`src/rtl/cmv300_pkg.sv`:
```
`default_nettype none
// ============================================================================
// Module   : cmv300_pkg
// Purpose  : State encoding, default frame geometry and helpers shared by the
//            CMV300 frame grabber.
// Revision : 1.0
// ============================================================================
package cmv300_pkg;

   localparam logic [2:0] ST_IDLE    = 3'd0;
   localparam logic [2:0] ST_DELAY   = 3'd1;
   localparam logic [2:0] ST_REQ     = 3'd2;
   localparam logic [2:0] ST_WAIT    = 3'd3;
   localparam logic [2:0] ST_CAPTURE = 3'd4;
   localparam logic [2:0] ST_DONE    = 3'd5;

   typedef enum logic [2:0] {
      S_IDLE    = ST_IDLE,
      S_DELAY   = ST_DELAY,
      S_REQ     = ST_REQ,
      S_WAIT    = ST_WAIT,
      S_CAPTURE = ST_CAPTURE,
      S_DONE    = ST_DONE
   } state_t;

   localparam int FRAME_COLS           = 648;
   localparam int FRAME_ROWS           = 488;
   localparam int DEF_PIXELS_PER_FRAME = FRAME_COLS * FRAME_ROWS;
   localparam int DEF_REQ_DELAY        = 16;
   localparam int DEF_REQ_WIDTH        = 1;
   localparam int DEF_TIMEOUT_CYCLES   = 2**20;
   localparam int PIXEL_COUNT_W        = 20;

   function automatic int max3(input int a, input int b, input int c);
      int m;
      m = (a > b) ? a : b;
      return (m > c) ? m : c;
   endfunction

endpackage
`default_nettype wire

```
`src/rtl/cmv300_frame_grabber_if.sv`:
```
`default_nettype none
// ============================================================================
// Module   : cmv300_frame_grabber_if
// Purpose  : Command, sensor and FIFO-write signals of the frame grabber.
// Revision : 1.0
// ============================================================================
interface cmv300_frame_grabber_if;

   logic                               start;
   logic                               abort;
   logic [9:0]                         CVM300_D;
   logic                               CVM300_Data_valid;
   logic                               CVM300_FRAME_REQ;
   logic                               fifo_full;
   logic [31:0]                        fifo_din;
   logic                               fifo_wr_en;
   logic                               busy;
   logic                               frame_done;
   logic                               overflow;
   logic                               timeout;
   logic [cmv300_pkg::PIXEL_COUNT_W-1:0] pixel_count;

   // The grabber sits on the slave side; the master issues commands and sees status.
   modport slave (
      input  start, abort, CVM300_D, CVM300_Data_valid, fifo_full,
      output CVM300_FRAME_REQ, fifo_din, fifo_wr_en, busy, frame_done,
             overflow, timeout, pixel_count
   );

   modport master (
      output start, abort, CVM300_D, CVM300_Data_valid, fifo_full,
      input  CVM300_FRAME_REQ, fifo_din, fifo_wr_en, busy, frame_done,
             overflow, timeout, pixel_count
   );

endinterface
`default_nettype wire

```
`src/rtl/pixel_packer_8to32.sv`:
```
`default_nettype none
// ============================================================================
// Module   : pixel_packer_8to32
// Purpose  : Packs four 8-bit pixels into a 32-bit word, first pixel in the MSB.
// Revision : 1.0
// ============================================================================
module pixel_packer_8to32 (
   input  wire logic        clk,
   input  wire logic        rst,
   input  wire logic        i_clear,
   input  wire logic        i_valid,
   input  wire logic [7:0]  i_pixel,
   output logic      [31:0] o_word,
   output logic             o_word_valid
);

   logic [31:0] r_shift;
   logic [1:0]  r_idx;
   logic        r_word_valid;

   // The word stays stable during its valid cycle: a new pixel only shifts in at the closing edge.
   always_ff @(posedge clk) begin
      if (rst || i_clear) begin
         r_shift      <= 32'd0;
         r_idx        <= 2'd0;
         r_word_valid <= 1'b0;
      end else begin
         r_word_valid <= i_valid && (r_idx == 2'd3);
         if (i_valid) begin
            r_shift <= {r_shift[23:0], i_pixel};
            r_idx   <= r_idx + 2'd1;
         end
      end
   end

   assign o_word       = r_shift;
   assign o_word_valid = r_word_valid;

endmodule
`default_nettype wire

```
`src/rtl/cmv300_frame_grabber.sv`:
```
`default_nettype none
// ============================================================================
// Module   : cmv300_frame_grabber
// Purpose  : Requests one CMV300 frame, packs pixels D[9:2] into 32-bit words
//            and writes them into the readout FIFO.
// Revision : 1.0
// ============================================================================
module cmv300_frame_grabber
   import cmv300_pkg::*;
#(
   parameter int PIXELS_PER_FRAME = DEF_PIXELS_PER_FRAME,
   parameter int REQ_DELAY        = DEF_REQ_DELAY,
   parameter int REQ_WIDTH        = DEF_REQ_WIDTH,
   parameter int TIMEOUT_CYCLES   = DEF_TIMEOUT_CYCLES
) (
   input  wire logic             FSM_Clk,
   input  wire logic             Reset,
   cmv300_frame_grabber_if.slave grab
);

   localparam int CNT_W = $clog2(max3(REQ_DELAY, REQ_WIDTH, TIMEOUT_CYCLES) + 1);
   localparam logic [CNT_W-1:0]         c_delay_last = CNT_W'(REQ_DELAY - 1);
   localparam logic [CNT_W-1:0]         c_req_last   = CNT_W'(REQ_WIDTH - 1);
   localparam logic [CNT_W-1:0]         c_to_last    = CNT_W'(TIMEOUT_CYCLES - 1);
   localparam logic [PIXEL_COUNT_W-1:0] c_last_pix   = PIXEL_COUNT_W'(PIXELS_PER_FRAME - 1);
   localparam logic [PIXEL_COUNT_W-1:0] c_frame_pix  = PIXEL_COUNT_W'(PIXELS_PER_FRAME);

   state_t                   r_state;
   state_t                   w_next;
   logic [CNT_W-1:0]         r_cnt;
   logic [PIXEL_COUNT_W-1:0] r_pix_cnt;
   logic                     r_frame_req;
   logic                     r_overflow;
   logic                     r_timeout;
   logic                     w_cnt_clr;
   logic                     w_cnt_inc;
   logic                     w_capture;
   logic                     w_set_timeout;
   logic                     w_start_ok;
   logic                     w_pk_clear;
   logic [31:0]              w_word;
   logic                     w_word_valid;
   logic [7:0]               w_pixel;
   logic                     w_unused_lsbs;

   assign w_pixel       = grab.CVM300_D[9:2];
   assign w_unused_lsbs = ^grab.CVM300_D[1:0];

   always_ff @(posedge FSM_Clk) begin
      if (Reset) r_state <= S_IDLE;
      else       r_state <= w_next;
   end

   always_comb begin
      w_next        = r_state;
      w_cnt_clr     = 1'b0;
      w_cnt_inc     = 1'b0;
      w_capture     = 1'b0;
      w_set_timeout = 1'b0;
      w_start_ok    = 1'b0;
      w_pk_clear    = 1'b0;
      case (r_state)
         S_IDLE, S_DONE: begin
            if (grab.start) begin
               w_next     = S_DELAY;
               w_start_ok = 1'b1;
               w_cnt_clr  = 1'b1;
               w_pk_clear = 1'b1;
            end
         end
         S_DELAY: begin
            if (r_cnt == c_delay_last) begin
               w_next    = S_REQ;
               w_cnt_clr = 1'b1;
            end else begin
               w_cnt_inc = 1'b1;
            end
         end
         S_REQ: begin
            if (r_cnt == c_req_last) begin
               w_next    = S_WAIT;
               w_cnt_clr = 1'b1;
            end else begin
               w_cnt_inc = 1'b1;
            end
         end
         // The counter measures the idle run since REQ ended or since the last pixel.
         S_WAIT, S_CAPTURE: begin
            if (grab.CVM300_Data_valid) begin
               w_capture = 1'b1;
               w_cnt_clr = 1'b1;
               w_next    = (r_pix_cnt == c_last_pix) ? S_DONE : S_CAPTURE;
            end else if (r_cnt == c_to_last) begin
               w_set_timeout = 1'b1;
               w_pk_clear    = 1'b1;
               w_next        = S_IDLE;
            end else begin
               w_cnt_inc = 1'b1;
            end
         end
         default: w_next = S_IDLE;
      endcase

      if (grab.abort && (r_state != S_IDLE)) begin
         w_next        = S_IDLE;
         w_capture     = 1'b0;
         w_set_timeout = 1'b0;
         w_start_ok    = 1'b0;
         w_cnt_inc     = 1'b0;
         w_cnt_clr     = 1'b1;
         w_pk_clear    = 1'b1;
      end
   end

   always_ff @(posedge FSM_Clk) begin
      if (Reset) begin
         r_cnt       <= '0;
         r_pix_cnt   <= '0;
         r_frame_req <= 1'b0;
         r_overflow  <= 1'b0;
         r_timeout   <= 1'b0;
      end else begin
         if (w_cnt_clr)      r_cnt <= '0;
         else if (w_cnt_inc) r_cnt <= r_cnt + 1'b1;

         if (w_start_ok)                                r_pix_cnt <= '0;
         else if (w_capture && (r_pix_cnt != c_frame_pix)) r_pix_cnt <= r_pix_cnt + 1'b1;

         r_frame_req <= (w_next == S_REQ);

         if (w_start_ok) begin
            r_overflow <= 1'b0;
            r_timeout  <= 1'b0;
         end else begin
            if (w_word_valid && grab.fifo_full) r_overflow <= 1'b1;
            if (w_set_timeout)                  r_timeout  <= 1'b1;
         end
      end
   end

   pixel_packer_8to32 u_packer (
      .clk          (FSM_Clk),
      .rst          (Reset),
      .i_clear      (w_pk_clear),
      .i_valid      (w_capture),
      .i_pixel      (w_pixel),
      .o_word       (w_word),
      .o_word_valid (w_word_valid)
   );

   // A completed word is written one cycle after its 4th pixel, unless the FIFO is full.
   assign grab.fifo_wr_en       = w_word_valid & ~grab.fifo_full & ~Reset;
   assign grab.frame_done       = w_word_valid & (r_state == S_DONE) & ~Reset;
   assign grab.fifo_din         = w_word;
   assign grab.CVM300_FRAME_REQ = r_frame_req;
   assign grab.busy             = (r_state != S_IDLE) && (r_state != S_DONE);
   assign grab.overflow         = r_overflow;
   assign grab.timeout          = r_timeout;
   assign grab.pixel_count      = r_pix_cnt;

endmodule
`default_nettype wire

```
`src/flat_wrapper.sv`:
```
// flat-port wrapper written by rule: the top's interface ports become plain ports
module cmv300_frame_grabber_flat import cmv300_pkg::*;
#(
   parameter int PIXELS_PER_FRAME = DEF_PIXELS_PER_FRAME,
   parameter int REQ_DELAY        = DEF_REQ_DELAY,
   parameter int REQ_WIDTH        = DEF_REQ_WIDTH,
   parameter int TIMEOUT_CYCLES   = DEF_TIMEOUT_CYCLES
)
  (FSM_Clk, Reset, grab_start, grab_abort, grab_CVM300_D, grab_CVM300_Data_valid, grab_fifo_full, grab_CVM300_FRAME_REQ, grab_fifo_din, grab_fifo_wr_en, grab_busy, grab_frame_done, grab_overflow, grab_timeout, grab_pixel_count);
  cmv300_frame_grabber_if grab_i ();
  input  wire logic FSM_Clk;
  input  wire logic Reset;
  input wire logic [$bits(grab_i.start)-1:0] grab_start;
  input wire logic [$bits(grab_i.abort)-1:0] grab_abort;
  input wire logic [$bits(grab_i.CVM300_D)-1:0] grab_CVM300_D;
  input wire logic [$bits(grab_i.CVM300_Data_valid)-1:0] grab_CVM300_Data_valid;
  input wire logic [$bits(grab_i.fifo_full)-1:0] grab_fifo_full;
  output wire logic [$bits(grab_i.CVM300_FRAME_REQ)-1:0] grab_CVM300_FRAME_REQ;
  output wire logic [$bits(grab_i.fifo_din)-1:0] grab_fifo_din;
  output wire logic [$bits(grab_i.fifo_wr_en)-1:0] grab_fifo_wr_en;
  output wire logic [$bits(grab_i.busy)-1:0] grab_busy;
  output wire logic [$bits(grab_i.frame_done)-1:0] grab_frame_done;
  output wire logic [$bits(grab_i.overflow)-1:0] grab_overflow;
  output wire logic [$bits(grab_i.timeout)-1:0] grab_timeout;
  output wire logic [$bits(grab_i.pixel_count)-1:0] grab_pixel_count;
  assign grab_i.start = grab_start;
  assign grab_i.abort = grab_abort;
  assign grab_i.CVM300_D = grab_CVM300_D;
  assign grab_i.CVM300_Data_valid = grab_CVM300_Data_valid;
  assign grab_i.fifo_full = grab_fifo_full;
  assign grab_CVM300_FRAME_REQ = grab_i.CVM300_FRAME_REQ;
  assign grab_fifo_din = grab_i.fifo_din;
  assign grab_fifo_wr_en = grab_i.fifo_wr_en;
  assign grab_busy = grab_i.busy;
  assign grab_frame_done = grab_i.frame_done;
  assign grab_overflow = grab_i.overflow;
  assign grab_timeout = grab_i.timeout;
  assign grab_pixel_count = grab_i.pixel_count;
  cmv300_frame_grabber #(.PIXELS_PER_FRAME(PIXELS_PER_FRAME), .REQ_DELAY(REQ_DELAY), .REQ_WIDTH(REQ_WIDTH), .TIMEOUT_CYCLES(TIMEOUT_CYCLES)) u_core (.FSM_Clk(FSM_Clk), .Reset(Reset), .grab(grab_i));
endmodule
```
`config.mk`:
```
export PLATFORM = sky130hd
export DESIGN_NAME = cmv300_frame_grabber_flat
export DESIGN_NICKNAME = d
export VERILOG_FILES = /design/src/rtl/cmv300_pkg.sv /design/src/rtl/cmv300_frame_grabber_if.sv /design/src/rtl/pixel_packer_8to32.sv /design/src/rtl/cmv300_frame_grabber.sv /design/src/flat_wrapper.sv
export SDC_FILE = /design/constraint.sdc
export NUM_CORES = 1
export LEC_CHECK = 0
export CORE_MARGIN = 3
export CORE_UTILIZATION = 55
export CTS_BUF_LIST = sky130_fd_sc_hd__clkbuf_4 sky130_fd_sc_hd__clkbuf_8
export DETAILED_ROUTE_END_ITERATION = 7
export GPL_TIMING_DRIVEN = 0
export PLACE_DENSITY = 0.84
export SLEW_MARGIN = 0
export SYNTH_ARGS = -nofsm -noshare
export SYNTH_HDL_FRONTEND = slang
export SYNTH_SLANG_ARGS = --single-unit
```
`constraint.sdc`:
```
create_clock -name FSM_Clk -period 6 [get_ports FSM_Clk]
set_input_delay 1.2 -clock FSM_Clk [delete_from_list [all_inputs] [get_ports FSM_Clk]]
set_output_delay 1.2 -clock FSM_Clk [all_outputs]
set_load 0.01 [all_outputs]
```
# Word level (Yosys, flattened, before mapping)
# Index checks and enable logic that the tools add are counted.
[word_totals]
ff_bits = 82
in_bits = 16
[op_classes]
add_sub_neg = 3
mux = 30
reduce_logical = 13
bitwise_logic = 6
eq_ne = 12
[op_table]
columns = ["cell", "n"]
rows = [
  ["adder 21 x 1 -> 21 bit (second input constant)", 1],
  ["== test 21 x 20 -> 1 bit (second input constant)", 1],
  ["== test 21 x 4 -> 1 bit (second input constant)", 1],
  ["zero test 21 bit", 1],
  ["adder 20 x 1 -> 20 bit (second input constant)", 1],
  ["== test 20 x 19 -> 1 bit (second input constant)", 1],
  ["two-way mux 1 bit", 20],
  ["!= test 20 x 19 -> 1 bit (second input constant)", 1],
  ["two-way mux 3 bit", 6],
  ["case mux 3 bit (4 select lines)", 1],
  ["== test 3 x 2 -> 1 bit (second input constant)", 3],
  ["OR reduction 2 bit", 4],
  ["== test 3 bit (second input constant)", 2],
  ["logical AND 1 bit", 5],
  ["AND 1 bit", 4],
  ["case mux 1 bit (4 select lines)", 1],
  ["== test 3 x 1 -> 1 bit (second input constant)", 1],
  ["zero test 3 bit", 1],
  ["!= test 3 bit (second input constant)", 1],
  ["case mux 1 bit (3 select lines)", 1],
  ["nonzero test 3 bit", 1],
  ["adder 2 x 1 -> 2 bit (second input constant)", 1],
  ["== test 2 bit (second input constant)", 1],
  ["NOT 1 bit", 2],
  ["2 further kinds", 2],
]

# Logic depth before layout (Yosys ltp)
# Gate-level depths: netlist of the first run.
[logic_depth]
word_depth = 6
depth_mapped = 9
depth_no_buf = 7

# Hierarchy
# From an unflattened synthesis of the first run, not the netlist that was laid out.
[hier_totals]
hier_cells = 436
area_unflattened_um2 = 3902.5
[modules_own_cells]
columns = ["module", "cells_each", "n_inst", "area_each_um2", "seq_area_each_um2"]
rows = [
  ["cmv300_frame_grabber", 321, 1, 2605.0, 940.9],
  ["pixel_packer_8to32", 115, 1, 1297.5, 700.7],
]

# Worst setup path after synthesis of the first run
# No wires, ideal clock.
[synth_timing]
path_type = "in2out"
startpoint = "input Reset"
endpoint = "output grab_frame_done"
t_arrival_ns = 1.637
path_slack_ns = 3.163
cell_stages = 2
path_buffers = 0
path_cell_list = "nand2b_1 > nor3_1"
[synth_between]
elab_chain_cells = 2
[synth_lines]
columns = ["element", "line", "rtl"]
rows = [
  ["start, declared", "flat_wrapper.sv:12", "input wire logic Reset;"],
  ["NOT 1 bit", "cmv300_frame_grabber.sv:153", "assign grab.frame_done = w_word_valid & (r_state == S_DONE) & ~Reset;"],
  ["AND 1 bit", "cmv300_frame_grabber.sv:153", ""],
  ["end, declared", "flat_wrapper.sv:22", "output wire logic [$bits(grab_i.frame_done)-1:0] grab_frame_done;"],
]
# No other way between the ends.

# Worst setup path in the final report of the first run
# Same ends and word-level chain as after synthesis.

==> run summary, run 1 <==
Layout Nets = 574
1st-pass router iterations = 5
Die Height = 88.9 um
Routed wire length = 9480 um
DR vias = 3655
Synth Area per Inst = 8.03 um^2
Fill cells = 510
H-tree depth = 3
Register area = 1640 um^2
Area of the core = 6490 um^2
ANT nets after route = 0
Worst setup EP type = output pin
Worst-Margin Slew = 0.653 ns
DR vias/cell = 5.76
Starting density of the core = 58.2%
Final TNS setup = 0 ns
Tmin final = 3.80 ns
VDD IR max = 151 uV
R2R setup slack = 3.39 ns
Ports = 74
Die area = 7900 um^2
Final hold viol count = 0
WL/cell = 14.9 um
Max cap viols = 0
Leakage = 1.56 nW
Cell chosen for the clock root = clkbuf_8
FFs w/ async S/R, synth = 0%
Detail Placement HPWL = 6960 um
Final count of negative-setup-slack endpoints = 0
Total grt overflow = 0
Final Skew = 0.0107 ns
#FFs+latches synth = 82
Synth unique cells = 50
Gp weighted congestion = 0.925
CTS Buf Count = 9
F_max = 0.263 GHz
# rows = 29
Finished Core Util = 73.8%
Crit path required time = 4.80 ns
Post-synthesis sequential area ratio = 43.4%
Power per cell area = 210 nW/um^2
GRT Util Overall = 24.7%
Port Buffers = 71
Multi-input gate area = 1970 um^2
RSZ-0062 raised after global routing = false
Layout cells sized above 1 = 5.73%
Total power = 1.01 mW
Ant. Diodes = 0
Max FO, Critical Path = 5
Maximum clock insertion buffer count = 2
Post-route DRC = 0
Initial antenna violation count = 0
Commonest non-fill, non-tap cells in the layout = 84 x nand2_1, 82 x dfxtp_1, 71 x clkdlybuf4s50_1
Largest net degree at the start of global routing = 16
DR iter-0 viols = 261
Vias in the first global route = 3344
Post-cts repair resize count = 0
Slew headroom = 56.5%
Final Max Tran Viols = 0
Top FF cell, synth = dfxtp_1
Crit path kind = primary input to output pin
Die W = 88.9 um
First-pass GRT wire length = 15400 um
Hold buffer count at cts = 0
Worst-Skew Late Latency = 0.36 ns
Setup Buffers After CTS = 0
DP Cell Count = 619
Area Overhead vs Synth = 26.7%
CTS tree = done
Hold Path Class = flip-flop to flip-flop
Period Utilization, post-route = 63.3%
Post-Synthesis Cells = 471
Status = complete, no violations
CP Launch Type = primary input
Fin cells = 635
Worst-path clk slew = 0.08 ns
Clock sink total = 82
Commonest non-fill, non-tap cell in the layout = nand2_1
Mapped Nets = 492
WP data arrival = 2.60 ns
Synthesized area = 3780 um^2
YS warnings = 0
Post-synth EDFFs = 0
-- registers in the layout, summed over array words and instances, names as in the netlist, 2 cells and up --
register                 flops
u_core.r_state               3
u_core.u_packer.r_idx        2
u_core.u_packer.o_word      32
u_core.grab.pixel_count     20
u_core.r_cnt                21
-- path summary, 6_finish.rpt --
| path | startpoint | to | depth (start not counted) |
|---|---|---|---|
| worst max-delay path | Reset | grab_frame_done | 4 |
| worst min-delay path | u_core.u_packer.o_word[24] | u_core.u_packer.o_word[24] | 2 |
| worst max register to register | u_core.r_cnt[4] | u_core.r_cnt[2] | 7 |
| worst min register to register | u_core.u_packer.o_word[24] | u_core.u_packer.o_word[24] | 2 |
-- stage by stage --
| stage | setup slack [ns] | cell area [um^2] | hold WS, ns |
|---|---|---|---|
| 6_report | 2.20 | 4790 | 0.460 |
| 5_1_grt | 2.16 | 4790 | 0.488 |
| 4_1_cts | 2.21 | 4790 | 0.461 |
| 3_5_place_dp | 2.21 | 4590 | 0.449 |
| 3_3_place_gp | 2.21 | 4590 | 0.441 |
| 2_1_floorplan | 3.16 | 3780 | 0.440 |
-- synth_stat cells (5+ instances only) --
| master | number | share of area [%] |
|---|---|---|
| nor2_1 | 50 | 5.0 |
| xnor2_1 | 15 | 3.5 |
| nand2_1 | 84 | 8.3 |
| nor4_1 | 8 | 1.3 |
| inv_1 | 13 | 1.3 |
| or4_1 | 5 | 0.99 |
| nand4_1 | 17 | 2.8 |
| ha_1 | 5 | 1.7 |
| a21oi_1 | 47 | 6.2 |
| clkbuf_1 | 22 | 2.2 |
| nand3_1 | 14 | 1.9 |
| xor2_1 | 17 | 3.9 |
| dfxtp_1 | 82 | 43 |
| nor3_1 | 7 | 0.93 |
| a31oi_1 | 9 | 1.5 |
| or3_1 | 8 | 1.3 |
| and3_1 | 9 | 1.5 |
| o21ai_0 | 12 | 1.6 |
-- power by group --
part | leakage, nW | switching, mW | internal (mW)
clock | 0.101 | 0.210 | 0.202
sequential | 0.660 | 0.000543 | 0.545
combinational | 0.794 | 0.0292 | 0.0190
-- routing by layer --
metal | global-route usage [%] | vias up | share of wire, %
met1 | 30.6 | 1714 | 43
met2 | 39.6 | 134 | 47
met5 | 0 | - | 0
li1 | - | 1791 | -
met4 | 7.55 | 0 | 1.3
met3 | 9.86 | 16 | 8.1
-- cell type report --
class	instances	area share, %
inverters	13	1.02
multi-input cells	348	41.2
clock buffers	10	2.74
flip-flops and latches	82	34.3
repair buffers	71	14.8
plain buffers	28	2.40
clock inverters	6	1.51
well taps	77	2.01
-- critical path, cell delays in order --
cell	delay [ns]
clkdlybuf4s50_1	0.47
nand2b_1	0.19
nor3_1	0.18
clkdlybuf4s50_1	0.56
-- cell families after synthesis --
group                    share of synthesized area (%)
AO/OA/AOI/OAI                                     14.7
AND/OR/NAND/NOR                                   27.9
flip-flops                                        43.4
XOR/XNOR                                          7.41
buffers and inverters                             4.34
multiplexers                                     0.563
adder cells (fa/ha/maj)                           1.66
No activity file was read; power rests on OpenSTA's default activity.
==> run 2, diff against run 1 <==
--- a/config.mk
+++ b/config.mk
@@ -6,11 +6,11 @@
 export NUM_CORES = 1
 export LEC_CHECK = 0
 export CORE_MARGIN = 3
-export CORE_UTILIZATION = 55
+export CORE_UTILIZATION = 48
 export CTS_BUF_LIST = sky130_fd_sc_hd__clkbuf_4 sky130_fd_sc_hd__clkbuf_8
 export DETAILED_ROUTE_END_ITERATION = 7
 export GPL_TIMING_DRIVEN = 0
-export PLACE_DENSITY = 0.84
+export PLACE_DENSITY = 0.78
 export SLEW_MARGIN = 0
 export SYNTH_ARGS = -nofsm -noshare
 export SYNTH_HDL_FRONTEND = slang
==> constraint.sdc (replaced) <==
create_clock -name FSM_Clk -period 3.45 [get_ports FSM_Clk]
set_input_delay 0.69 -clock FSM_Clk [delete_from_list [all_inputs] [get_ports FSM_Clk]]
set_output_delay 0.69 -clock FSM_Clk [all_outputs]
set_load 0.01 [all_outputs]
==> run summary, run 2 (synthesis gave the netlist of run 1 again) <==
Status = complete, no violations
Ant. Diodes = 0
Starting density of the core = 50.8%
Cell breakdown of the critical path = clkdlybuf4s50_1, nand2b_1, nor3_1, clkdlybuf4s50_1
NetSw = 0.382 mW
Die W = 94.7 um
Final count of negative-setup-slack endpoints = 0
Area Overhead vs Synth = 27.1%
R2R setup slack = 0.75 ns
Comb pwr share = 4.7%
Final Skew = 0.0114 ns
WL/cell = 14.4 um
Largest net degree at the start of global routing = 13
Reg2reg end = u_core.u_packer.o_word[18]
RSZ-0062 raised after global routing = false
Total grt overflow = 0
Met2 wire length = 4310 um
ANT nets after route = 0
Ports = 74
Worst setup EP type = output pin
Top layer in use = met4
Worst R2R Path Depth = 7
Finished Core Util = 64.5%
Post-route DRC = 0
Metal3 WL = 691 um
Worst Hold End = u_core.u_packer.o_word[26]
Vias in the first global route = 3387
DR iter-0 viols = 173
Final Max Tran Viols = 0
Initial antenna violation count = 0
Clock power frac = 40.3%
Clock sink total = 82
Layout Nets = 574
Hold Path Class = flip-flop to flip-flop
Maximum clock insertion buffer count = 2
Leakage = 1.56 nW
1st-pass router iterations = 5
Hold Path Origin = u_core.u_packer.o_word[26]
Max FO, Critical Path = 5
Area of the core = 7450 um^2
Detail Placement HPWL = 6990 um
Hold Crit Depth = 2
Slowest cell delay on critical path = 0.58 ns
M1 WL = 4230 um
Max cap viols = 0
VDD IR max = 198 uV
Cell chosen for the clock root = clkbuf_8
Crit path kind = primary input to output pin
WHS = 0.459 ns
Final hold viol count = 0
# rows = 31
Worst-path clk slew = 0.08 ns
Period Utilization, post-route = 83.3%
Flop pwr share = 54.9%
H-tree depth = 3
Gp weighted congestion = 0.953
CTS tree = done
CTS Buf Count = 9
GRT Util Overall = 21.5%
Die Height = 94.7 um
Total power = 1.73 mW
Tmin final = 2.87 ns
CP Launch Type = primary input
Switching Fraction = 22.1%
Hold buffer count at cts = 0
Setup Buffers After CTS = 0
Slew headroom = 54.8%
Worst-Margin Slew = 0.668 ns
Post-cts repair resize count = 0
Routed wire length = 9410 um
Top cell by count, worst path = clkdlybuf4s50_1
CP max-delay cell = clkdlybuf4s50_1
Worst-Skew Late Latency = 0.35 ns
F_max = 0.348 GHz
Power per cell area = 359 nW/um^2
Max FFs per register = 32
DR vias = 3536
Final TNS setup = 0 ns
Crit Reg-Reg Startpoint = u_core.r_cnt[8]
Die area = 8980 um^2
Commonest non-fill, non-tap cell in the layout = nand2_1
Commonest non-fill, non-tap cells in the layout = 84 x nand2_1, 82 x dfxtp_1, 71 x clkdlybuf4s50_1
Layout cells sized above 1 = 5.40%
First-pass GRT wire length = 15400 um
DR vias/cell = 5.40
Crit path required time = 2.76 ns
WP data arrival = 2.18 ns
Port Buffers = 71
P_int = 1.34 mW
[run 2: worst max path at each step]
stage / start / endpoint / slack (ns) / depth (start not counted)
after global routing: Reset / grab_frame_done / 0.52 / 4
final: Reset / grab_frame_done / 0.58 / 4
after detailed placement: grab_abort / u_core.u_packer.o_word_valid / 0.50 / 9
after CTS: Reset / grab_frame_done / 0.57 / 4
after floorplan: u_core.r_state[0] / u_core.r_cnt[7] / 1.26 / 8
after global placement: grab_abort / u_core.u_packer.o_word_valid / 0.52 / 9
[run 2: per-stage QoR]
step,area [um^2],cells,setup WS [ns]
finish,4810,655,0.577
floorplan,3780,471,1.26
global route,4810,655,0.524
global placement,4610,641,0.524
detailed placement,4610,641,0.498
CTS,4810,655,0.574
[run 2: power groups by stage]
| stage | Clock [mW] | Combinational, mW | Sequential [mW] |
|---|---|---|---|
| final | 0.696 | 0.0817 | 0.948 |
| after global routing | 0.748 | 0.0895 | 0.948 |
| after CTS | 0.708 | 0.0825 | 0.948 |
| after detailed placement | 0 | 0.0819 | 0.970 |
| after global placement | 0 | 0.0812 | 0.970 |
| after floorplan | 0 | 0.0470 | 0.970 |
[run 2: worst max-delay path, delay by kind of cell]
| kind | cells | cell delay, ns |
|---|---|---|
| buffers and inverters | 2 | 1.08 |
| and+or+nand+nor | 2 | 0.41 |
[run 2: final cells by class]
cell class,instances,area (um^2)
buffer,28,115
tap,99,124
clock buffer,11,151
fill,679,2640
timing repair buffer,71,711
sequential,82,1640
clock inverter,3,40.0
multi-input combinational,348,1970
inverter,13,48.8
[run 2: metal layers]
layer / track usage, % / up-vias
li1: - / 1795
met1: 27.5 / 1636
met2: 33.7 / 92
met3: 6.45 / 13
met4: 8.77 / 0
met5: 0 / -
==> run 3, diff against run 2 <==
--- a/config.mk
+++ b/config.mk
@@ -6,11 +6,11 @@
 export NUM_CORES = 1
 export LEC_CHECK = 0
 export CORE_MARGIN = 3
-export CORE_UTILIZATION = 48
+export CORE_UTILIZATION = 54
 export CTS_BUF_LIST = sky130_fd_sc_hd__clkbuf_4 sky130_fd_sc_hd__clkbuf_8
 export DETAILED_ROUTE_END_ITERATION = 7
 export GPL_TIMING_DRIVEN = 0
-export PLACE_DENSITY = 0.78
+export PLACE_DENSITY = 0.83
 export SLEW_MARGIN = 0
 export SYNTH_ARGS = -nofsm -noshare
 export SYNTH_HDL_FRONTEND = slang
==> constraint.sdc (replaced) <==
create_clock -name FSM_Clk -period 2.8 [get_ports FSM_Clk]
set_input_delay 0.56 -clock FSM_Clk [delete_from_list [all_inputs] [get_ports FSM_Clk]]
set_output_delay 0.56 -clock FSM_Clk [all_outputs]
set_load 0.01 [all_outputs]
==> run summary, run 3 (synthesis gave the netlist of run 1 again) <==
CP Launch Point = u_core.r_cnt[4]
Die W = 89.7 um
Critical Path Stages = 7
Port Buffers = 71
Die area = 8040 um^2
Total grt overflow = 0
DP Cell Count = 635
R2R setup slack = 0.17 ns
Starting density of the core = 57.6%
Ant. Diodes = 0
Status = complete, no violations
Cell chosen for the clock root = clkbuf_8
Reg2reg end = u_core.r_cnt[20]
Slowest cell delay on critical path = 0.64 ns
Crit path kind = flip-flop to flip-flop
CTS tree = done
Layout cells sized above 1 = 6.27%
Multi-input gate area = 1970 um^2
Final count of negative-setup-slack endpoints = 0
Cell breakdown of the critical path = nor4_1, nand2_1, o311ai_1, clkbuf_1, a311oi_1, xnor2_1, nor2_1
Register area = 1640 um^2
Layout Nets = 574
Max FO, Critical Path = 10
Hold Path Class = flip-flop to flip-flop
Routed wire length = 9780 um
Worst setup EP type = flip-flop
Commonest non-fill, non-tap cell in the layout = nand2_1
Gp weighted congestion = 0.972
Crit path required time = 3.02 ns
Crit Reg-Reg Startpoint = u_core.r_cnt[4]
Final Max Tran Viols = 0
Vias in the first global route = 3506
1st-pass router iterations = 5
First-pass GRT wire length = 16000 um
Area of the core = 6570 um^2
ANT nets after route = 0
WL/cell = 15.0 um
Dpl ws = -0.0242 ns
Detail Placement HPWL = 6940 um
Ports = 74
Metal3 WL = 783 um
CTS Buf Count = 9
Area Overhead vs Synth = 28.3%
Worst setup path end = u_core.r_cnt[20]
Fill cells = 521
CP bufs+invs = 1
Final Skew = 0.0148 ns
Tmin final = 2.63 ns
Commonest non-fill, non-tap cells in the layout = 84 x nand2_1, 82 x dfxtp_1, 71 x clkdlybuf4s50_1
Total power = 2.27 mW
WHS = 0.464 ns
F_max = 0.380 GHz
Die Height = 89.7 um
CP Launch Type = flip-flop
CP max-delay cell = o311ai_1
DR vias = 3672
# rows = 29
Power per cell area = 468 nW/um^2
Slew headroom = 55.0%
Top layer in use = met4
CP top delay family = compound AO/OA/AOI/OAI gates
Hold Path Origin = u_core.u_packer.r_idx[1]
Final hold viol count = 0
Largest net degree at the start of global routing = 15
WP data arrival = 2.85 ns
Period Utilization, post-route = 93.9%
GRT Util Overall = 25.3%
Leakage = 1.58 nW
M1 WL = 4110 um
H-tree depth = 3
Max cap viols = 0
Fin cells = 651
RSZ-0062 raised after global routing = true
Max FFs per register = 32
Maximum clock insertion buffer count = 2
Worst-path clk slew = 0.08 ns
Final worst-path setup slack = 0.171 ns
Post-route DRC = 0
Clock sink total = 82
Worst R2R Path Depth = 7
VDD IR max = 399 uV
DR iter-0 viols = 188
DR vias/cell = 5.64
Worst-Skew Late Latency = 0.35 ns
Initial antenna violation count = 0
Met2 wire length = 4720 um
Final TNS setup = 0 ns
Worst-Margin Slew = 0.664 ns
-- run 3: changes by cell type in the layout (fill, tap and decap cells not counted) --
cell       change
clkbuf_2       +3
bufinv_16      +1
clkbuf_1       -3
clkinv_2       -2
clkinv_4       +3
-- run 3: per-layer routing --
| metal | up-vias | track usage [%] |
|---|---|---|
| met4 | 0 | 10.0 |
| met2 | 129 | 41.9 |
| met5 | - | 0 |
| li1 | 1785 | - |
| met1 | 1739 | 31.0 |
| met3 | 19 | 7.12 |
-- run 3: power by group --
part | total (mW) | switching (mW) | internal [mW]
Sequential | 1.17 | 0.00116 | 1.17
Clock | 0.996 | 0.440 | 0.556
Combinational | 0.103 | 0.0619 | 0.0415
-- run 3: worst min path at each step --
| stage | depth (start not counted) | endpoint |
|---|---|---|
| floorplan | 2 | u_core.u_packer.r_idx[1] |
| global placement | 2 | u_core.u_packer.o_word[25] |
| detailed placement | 2 | u_core.u_packer.o_word[28] |
| CTS | 2 | u_core.u_packer.r_idx[1] |
| global route | 2 | u_core.u_packer.r_idx[1] |
| finish | 2 | u_core.u_packer.r_idx[1] |
-- run 3: metrics by stage --
stage	util (%)	area, um^2
3_5_place_dp	70.1	4610
2_1_floorplan	-	3780
3_3_place_gp	70.1	4610
5_1_grt	73.8	4850
4_1_cts	73.8	4840
6_report	73.8	4850
-- run 3: worst reg2reg max path, delay by kind of cell (launching register included) --
kind                      cells  cell delay [ns]
AOI/OAI and AO/OA             2             0.84
xor gates and xnor gates      1             0.17
buffers and inverters         1             0.43
DFF                           1             0.35
and+or+nand+nor               3             0.71
-- run 3: area by class of cell --
class	instances	area share, %
clock buffer	11	3.12
sequential	82	33.9
tap	93	2.40
inverter	13	1.01
buffer	28	2.45
clock inverter	5	1.78
timing repair buffer	71	14.7
multi-input combinational	348	40.7
-- run 3: what timing repair did --
item,in CTS,in global routing
endpoints found under the setup margin,0,30
resized for setup,0,6
hold buffers,0,0
setup buffers,0,0
